`src/rtl/maria_pkg.sv`:
```
// Shared types and header field positions for the MARIA display-list fetch sequencer.
package maria_pkg;

  typedef enum logic [3:0] {
    ST_IDLE   = 4'd0,
    ST_H0     = 4'd1,
    ST_H1     = 4'd2,
    ST_H2     = 4'd3,
    ST_H3     = 4'd4,
    ST_H4     = 4'd5,
    ST_DECODE = 4'd6,
    ST_GFX    = 4'd7,
    ST_FIN    = 4'd8
  } dl_state_t;

  localparam logic [7:0] DL_END_BYTE = 8'h00;

  localparam int HDR_WM_BIT  = 7;
  localparam int HDR_IND_BIT = 5;
  localparam int PAL_MSB     = 7;
  localparam int PAL_LSB     = 5;
  localparam int WIDTH_MSB   = 4;

  // Width field counts up to 32; a field of zero is the full 32-byte object.
  function automatic logic [5:0] gfx_count(input logic [4:0] width);
    return 6'd32 - {1'b0, width};
  endfunction

endpackage

```
`src/rtl/maria_dl_fetch.sv`:
```
// Walks one scanline's display list, parses 4/5-byte headers and streams
// each object's graphics bytes to the line RAM write port.
module maria_dl_fetch
  import maria_pkg::*;
#(
  parameter int MAX_ENTRIES = 64
) (
  input  logic        clk_sys,
  input  logic        RESET,
  input  logic        ce,
  input  logic        start,
  input  logic        abort,
  input  logic [15:0] dl_addr,
  input  logic [3:0]  line_offset,
  output logic        mem_req,
  output logic [15:0] mem_addr,
  input  logic        mem_ack,
  input  logic [7:0]  mem_data,
  output logic [7:0]  hpos,
  output logic [2:0]  palette,
  output logic        wm,
  output logic [7:0]  pixels,
  output logic        latch_byte,
  output logic        clear_hpos,
  output logic        busy,
  output logic        done,
  output logic        overflow
);

  localparam int ENTRY_W = $clog2(MAX_ENTRIES + 1);
  localparam logic [ENTRY_W-1:0] ENTRY_MAX = ENTRY_W'(MAX_ENTRIES);

  dl_state_t          state_r, state_n;
  logic [15:0]        ptr_r, ptr_n;
  logic [7:0]         lo_r, lo_n;
  logic [7:0]         hi_r, hi_n;
  logic [7:0]         hdr_hpos_r, hdr_hpos_n;
  logic [2:0]         pal_r, pal_n;
  logic [4:0]         width_r, width_n;
  logic               ind_r, ind_n;
  logic               ext_r, ext_n;
  logic               wm_r, wm_n;
  logic [3:0]         off_r, off_n;
  logic [15:0]        gaddr_r, gaddr_n;
  logic [5:0]         cnt_r, cnt_n;
  logic [ENTRY_W-1:0] entry_r, entry_n;
  logic               req_r, req_n;
  logic [15:0]        addr_r, addr_n;
  logic [7:0]         hpos_r, hpos_n;
  logic [2:0]         palette_r, palette_n;
  logic [7:0]         pixels_r, pixels_n;
  logic               overflow_r, overflow_n;

  logic               ack_s;
  logic [15:0]        ptr_inc_s;
  logic [15:0]        gaddr_inc_s;
  logic [ENTRY_W-1:0] entry_inc_s;
  logic [15:0]        obj_addr_s;

  assign ack_s       = ce & req_r & mem_ack;
  assign ptr_inc_s   = ptr_r + 16'd1;
  assign gaddr_inc_s = gaddr_r + 16'd1;
  assign entry_inc_s = entry_r + ENTRY_W'(1);
  assign obj_addr_s  = {hi_r + {4'b0000, off_r}, lo_r};

  // Strobes are combinational so they coincide with the ce that causes them.
  assign latch_byte = ce & ~abort & (state_r == ST_GFX) & req_r & mem_ack;
  assign clear_hpos = ce & ~abort & (state_r == ST_DECODE) & ~ind_r;
  assign done       = ce & ~abort & (state_r == ST_FIN);

  assign pixels   = latch_byte ? mem_data : pixels_r;
  assign mem_req  = req_r;
  assign mem_addr = addr_r;
  assign hpos     = hpos_r;
  assign palette  = palette_r;
  assign wm       = wm_r;
  assign busy     = (state_r != ST_IDLE);
  assign overflow = overflow_r;

  // Next-state, header capture and request generation.
  always_comb begin
    state_n    = state_r;
    ptr_n      = ptr_r;
    lo_n       = lo_r;
    hi_n       = hi_r;
    hdr_hpos_n = hdr_hpos_r;
    pal_n      = pal_r;
    width_n    = width_r;
    ind_n      = ind_r;
    ext_n      = ext_r;
    wm_n       = wm_r;
    off_n      = off_r;
    gaddr_n    = gaddr_r;
    cnt_n      = cnt_r;
    entry_n    = entry_r;
    req_n      = req_r;
    addr_n     = addr_r;
    hpos_n     = hpos_r;
    palette_n  = palette_r;
    pixels_n   = pixels_r;
    overflow_n = overflow_r;

    if (!ce) begin
      state_n = state_r;
    end else if (abort) begin
      state_n = ST_IDLE;
      req_n   = 1'b0;
    end else begin
      case (state_r)
        ST_IDLE: begin
          if (start) begin
            ptr_n      = dl_addr;
            off_n      = line_offset;
            entry_n    = '0;
            overflow_n = 1'b0;
            state_n    = ST_H0;
            req_n      = 1'b1;
            addr_n     = dl_addr;
          end else begin
            req_n = 1'b0;
          end
        end
        ST_H0: begin
          if (ack_s) begin
            lo_n    = mem_data;
            ptr_n   = ptr_inc_s;
            addr_n  = ptr_inc_s;
            state_n = ST_H1;
          end else begin
            req_n = 1'b1;
          end
        end
        ST_H1: begin
          if (ack_s) begin
            ptr_n  = ptr_inc_s;
            addr_n = ptr_inc_s;
            if (mem_data == DL_END_BYTE) begin
              req_n   = 1'b0;
              state_n = ST_FIN;
            end else if (mem_data[WIDTH_MSB:0] != 5'd0) begin
              pal_n   = mem_data[PAL_MSB:PAL_LSB];
              width_n = mem_data[WIDTH_MSB:0];
              ind_n   = 1'b0;
              ext_n   = 1'b0;
              state_n = ST_H2;
            end else begin
              wm_n    = mem_data[HDR_WM_BIT];
              ind_n   = mem_data[HDR_IND_BIT];
              ext_n   = 1'b1;
              state_n = ST_H2;
            end
          end else begin
            req_n = 1'b1;
          end
        end
        ST_H2: begin
          if (ack_s) begin
            hi_n    = mem_data;
            ptr_n   = ptr_inc_s;
            addr_n  = ptr_inc_s;
            state_n = ST_H3;
          end else begin
            req_n = 1'b1;
          end
        end
        ST_H3: begin
          if (ack_s) begin
            ptr_n  = ptr_inc_s;
            addr_n = ptr_inc_s;
            if (ext_r) begin
              pal_n   = mem_data[PAL_MSB:PAL_LSB];
              width_n = mem_data[WIDTH_MSB:0];
              state_n = ST_H4;
            end else begin
              hdr_hpos_n = mem_data;
              req_n      = 1'b0;
              state_n    = ST_DECODE;
            end
          end else begin
            req_n = 1'b1;
          end
        end
        ST_H4: begin
          if (ack_s) begin
            hdr_hpos_n = mem_data;
            ptr_n      = ptr_inc_s;
            req_n      = 1'b0;
            state_n    = ST_DECODE;
          end else begin
            req_n = 1'b1;
          end
        end
        ST_DECODE: begin
          entry_n = entry_inc_s;
          if (ind_r) begin
            if (entry_inc_s == ENTRY_MAX) begin
              overflow_n = 1'b1;
              req_n      = 1'b0;
              state_n    = ST_FIN;
            end else begin
              req_n   = 1'b1;
              addr_n  = ptr_r;
              state_n = ST_H0;
            end
          end else begin
            hpos_n    = hdr_hpos_r;
            palette_n = pal_r;
            gaddr_n   = obj_addr_s;
            cnt_n     = gfx_count(width_r);
            req_n     = 1'b1;
            addr_n    = obj_addr_s;
            state_n   = ST_GFX;
          end
        end
        ST_GFX: begin
          if (ack_s) begin
            pixels_n = mem_data;
            gaddr_n  = gaddr_inc_s;
            cnt_n    = cnt_r - 6'd1;
            if (cnt_r != 6'd1) begin
              addr_n = gaddr_inc_s;
            end else if (entry_r == ENTRY_MAX) begin
              overflow_n = 1'b1;
              req_n      = 1'b0;
              state_n    = ST_FIN;
            end else begin
              addr_n  = ptr_r;
              state_n = ST_H0;
            end
          end else begin
            req_n = 1'b1;
          end
        end
        ST_FIN: begin
          req_n   = 1'b0;
          state_n = ST_IDLE;
        end
        default: begin
          req_n   = 1'b0;
          state_n = ST_IDLE;
        end
      endcase
    end
  end

  // State and datapath registers.
  always_ff @(posedge clk_sys or posedge RESET) begin
    if (RESET) begin
      state_r    <= ST_IDLE;
      ptr_r      <= 16'h0000;
      lo_r       <= 8'h00;
      hi_r       <= 8'h00;
      hdr_hpos_r <= 8'h00;
      pal_r      <= 3'd0;
      width_r    <= 5'd0;
      ind_r      <= 1'b0;
      ext_r      <= 1'b0;
      wm_r       <= 1'b0;
      off_r      <= 4'd0;
      gaddr_r    <= 16'h0000;
      cnt_r      <= 6'd0;
      entry_r    <= '0;
      req_r      <= 1'b0;
      addr_r     <= 16'h0000;
      hpos_r     <= 8'h00;
      palette_r  <= 3'd0;
      pixels_r   <= 8'h00;
      overflow_r <= 1'b0;
    end else begin
      state_r    <= state_n;
      ptr_r      <= ptr_n;
      lo_r       <= lo_n;
      hi_r       <= hi_n;
      hdr_hpos_r <= hdr_hpos_n;
      pal_r      <= pal_n;
      width_r    <= width_n;
      ind_r      <= ind_n;
      ext_r      <= ext_n;
      wm_r       <= wm_n;
      off_r      <= off_n;
      gaddr_r    <= gaddr_n;
      cnt_r      <= cnt_n;
      entry_r    <= entry_n;
      req_r      <= req_n;
      addr_r     <= addr_n;
      hpos_r     <= hpos_n;
      palette_r  <= palette_n;
      pixels_r   <= pixels_n;
      overflow_r <= overflow_n;
    end
  end

endmodule

```
`config.mk`:
```
export PLATFORM = sky130hd
export DESIGN_NAME = maria_dl_fetch
export DESIGN_NICKNAME = d
export VERILOG_FILES = /design/src/rtl/maria_pkg.sv /design/src/rtl/maria_dl_fetch.sv
export SDC_FILE = /design/constraint.sdc
export NUM_CORES = 1
export LEC_CHECK = 0
export ABC_AREA = 1
export CELL_PAD_IN_SITES_DETAIL_PLACEMENT = 2
export CELL_PAD_IN_SITES_GLOBAL_PLACEMENT = 2
export CORE_ASPECT_RATIO = 1.4
export CORE_MARGIN = 2
export CORE_UTILIZATION = 35
export CTS_CLUSTER_DIAMETER = 50
export DETAILED_ROUTE_END_ITERATION = 8
export PLACE_DENSITY_LB_ADDON = 0.1
export SYNTH_ARGS = -nofsm -noshare
export SYNTH_HDL_FRONTEND = slang
export SYNTH_SLANG_ARGS = --single-unit
export TNS_END_PERCENT = 1
```
`constraint.sdc`:
```
create_clock -name clk_sys -period 9.75 [get_ports clk_sys]
set_input_delay 1.4625 -clock clk_sys [delete_from_list [all_inputs] [get_ports clk_sys]]
set_output_delay 1.4625 -clock clk_sys [all_outputs]
set_load 0.02 [all_outputs]
```
==> flow_summary.toml <==
[outcome]
status = "finished clean"

[floorplanning]
fp.dieH_um = 178
die_w_um = 128
dieArea_um2 = 22900
initial_core_util = 0.358
fp-row-count = 63
io_pins = 76
core_um2 = 21200

[cells_and_area]
syn2layout_area_growth_pct = 19.9
final_cell_mix = "nand2_1 (398), dfrtp_1 (125), o21ai_0 (106), inv_1 (93), nand3_1 (84)"
diodes = 0
final_common_cell = "nand2_1"
fillCellCount = 2478
final_cell_area_um2 = 9100
post-route-util = 0.429
drive_gt1_frac = 0.0585
nNetsFinal = 1197

[setup_path]
worst_setup_path_end_kind = "output pin"
r2r_cells = 10
worstPathRequired_ns = 8.29
cpPeakStageDelay_ns = 0.65
cp_max_fo = 24
slowest_stage = "clkdlybuf4s50_1"
reg2reg_slack_ns = 7.01
crit_chain = "clkdlybuf4s50_1 -> nand3_1 -> nor2_1 -> inv_1 -> nor2_1 -> inv_1 -> o21ai_0 -> clkdlybuf4s50_1"
critPathLaunchType = "primary input"
worst-setup-path-type = "in2out"
r2r-start = "cnt_r[2]$_DFFE_PP0P_"
r2r-end = "mem_addr[4]$_DFFE_PP0P_"
arrival_ns = 4.45

[cts]
clk_pin_slew_ns = 0.06
htree_num_levels = 4
clk_path_buf_depth = 2
clock_latency_ns = 0.45
root_buffer = "clkbuf_16"
cts_hold_buffers = 0
cts_setup_buffers = 0
cts.repair.resized = 0
clkSinkCount = 125
cts_made_buffers = 17
cts_tree = "yes"

[synthesis]
ys.flop_type = "dfrtp_1"
syn-cell-area_um2 = 7590
synthArstFlopShare = 1.00
synth_cell_types = 41
yosys_warnings = 0
synth_fp_nets = 1130
syn_area_per_cell_um2 = 7.00
synth-seq-cells = 125
yosysSeqAreaShare = 0.412
syn_inst = 1083
synth_edf_count = 0

[detailed_routing]
wire_per_inst_um = 20.6
via_per_inst = 5.49
drc_errors = 0
vias = 7813
drtAntennaViolNets = 0
totalWireLength_um = 29200
drt_pre_antenna_iters = 5
drt_iter0_drc = 380

[sta]
fmax_mhz = 169
setup_viol = 0
relSlewSlack = 0.346
fin_skew_ns = 0.0104
setup_tns_ns = 0
rsz0062_at_grt = "false"
fin_crit_ns = 5.91
hold_viol = 0
drv_slew = 0
period_share = 0.606
finalWorstSetupSlack_ns = 3.84
tightestPinTransition_ns = 0.981

[worst_hold_path]
min_to = "mem_addr[5]$_DFFE_PP0P_"
min_path_type = "reg2reg"
holdCritStartpoint = "mem_addr[5]$_DFFE_PP0P_"
whs_path_depth = 2

[placed_design]
portBuffers = 75
placed_area_um2 = 8520
place.gp.congestion = 0.904
place_ws_ns = 3.79
hpwlAfterDp_um = 21500

[power]
p_leak_nw = 4.39
seqPwrFrac = 0.341
p_int_w = 0.00134
combPwrFrac = 0.387
switchingPower_w = 0.00106
swShare = 0.442
ir_drop_mv = 0.158
power_density_nw_per_um2 = 264
power_frac_clock = 0.272

[global_route]
overflow = 0
antenna_found_initial = 0
grtUsageTotal = 0.272
grt_start_max_net_pins = 72
grt_pass1_wl_um = 47500
grt_pass1_vias = 8624

[job]
cap_violations = 0
through the flow:
stage	hold WS [ns]	std cells	total power [W]
final	0.477	1423	0.00240
after global placement	0.460	1391	0.00172
after floorplan	0.443	1083	0.00139
after global routing	0.502	1423	0.00257
after detailed placement	0.465	1391	0.00175
after CTS	0.482	1423	0.00242
flip-flops by register name, indices dropped and copies added, names as in the netlist, 8 cells and up:
name and count:
gaddr_r 16, hdr_hpos_r 8, hi_r 8, hpos 8, lo_r 8, mem_addr 16, pixels_r 8, ptr_r 16
critical path, delay by kind of cell:
family | cells | cell delay [ns]
buffers and inverters | 4 | 1.68
and+or+nand+nor | 3 | 1.03
AOI/OAI and AO/OA | 1 | 0.26
worst max-delay path by stage:
stage          start                   end  slack (ns)  depth (start not counted)
2_1_floorplan  RESET  cnt_r[0]$_DFFE_PP0P_        4.96                          1
3_3_place_gp      ce             pixels[4]        3.95                          8
3_5_place_dp      ce             pixels[1]        3.79                          8
4_1_cts           ce             pixels[1]        3.81                          8
5_1_grt           ce             pixels[1]        3.58                          8
6_report          ce             pixels[1]        3.84                          8
area by class of cell:
cell class	instances	area, um^2	area share
multi-input cells	822	3890	0.428
flip-flops and latches	125	3130	0.344
repair buffers	79	781	0.0858
clock buffers	18	429	0.0472
inverters	105	397	0.0436
well taps	260	325	0.0358
clock inverters	14	148	0.0162
metal layers:
metal	track usage	part of all wire	vias up	wire length, um
met4	0.152	0.050	0	1450
met2	0.488	0.52	154	15100
met3	0.0387	0.025	63	744
met5	0	0	-	0
li1	-	-	3664	-
met1	0.306	0.41	3932	12000
cells in the mapped netlist (3+ instances only):
cell,count,share of area
o22ai_1,5,0.0041
a22oi_1,3,0.0030
o21ai_1,16,0.011
nand3_1,84,0.055
nor2_1,72,0.036
o21bai_1,3,0.0030
o21ai_0,106,0.070
nand4_1,27,0.022
o211ai_1,8,0.0079
a21oi_1,28,0.018
nand2_1,398,0.20
ha_1,12,0.020
dfrtp_1,125,0.41
clkbuf_1,8,0.0040
xnor2_1,3,0.0035
buf_6,3,0.0045
inv_1,94,0.047
xor2_1,12,0.014
nor3_1,9,0.0059
nor2_2,6,0.0049
inv_2,11,0.0054
buf_2,15,0.0099
nand2_2,3,0.0025
a31oi_1,4,0.0033
nor2_4,3,0.0045
buf_4,5,0.0049
power by group through the flow:
stage,clock network [W],registers [W],logic (W)
4_1_cts,0.000664,0.000818,0.000940
3_5_place_dp,0,0.000822,0.000928
5_1_grt,0.000682,0.000838,0.00105
3_3_place_gp,0,0.000815,0.000901
6_report,0.000652,0.000818,0.000928
2_1_floorplan,0,0.000807,0.000587
cells by family (layout without fill, tap and decap cells):
group,count (synthesis),after routing,share of synthesized area
buffers and inverters,136,216,0.0752
XOR/XNOR,15,15,0.0173
adder cells (fa/ha/maj),13,13,0.0224
AO/OA/AOI/OAI,180,180,0.127
AND/OR/NAND/NOR,614,614,0.345
flip-flops,125,125,0.412
Power figures use the tool's default switching activity.
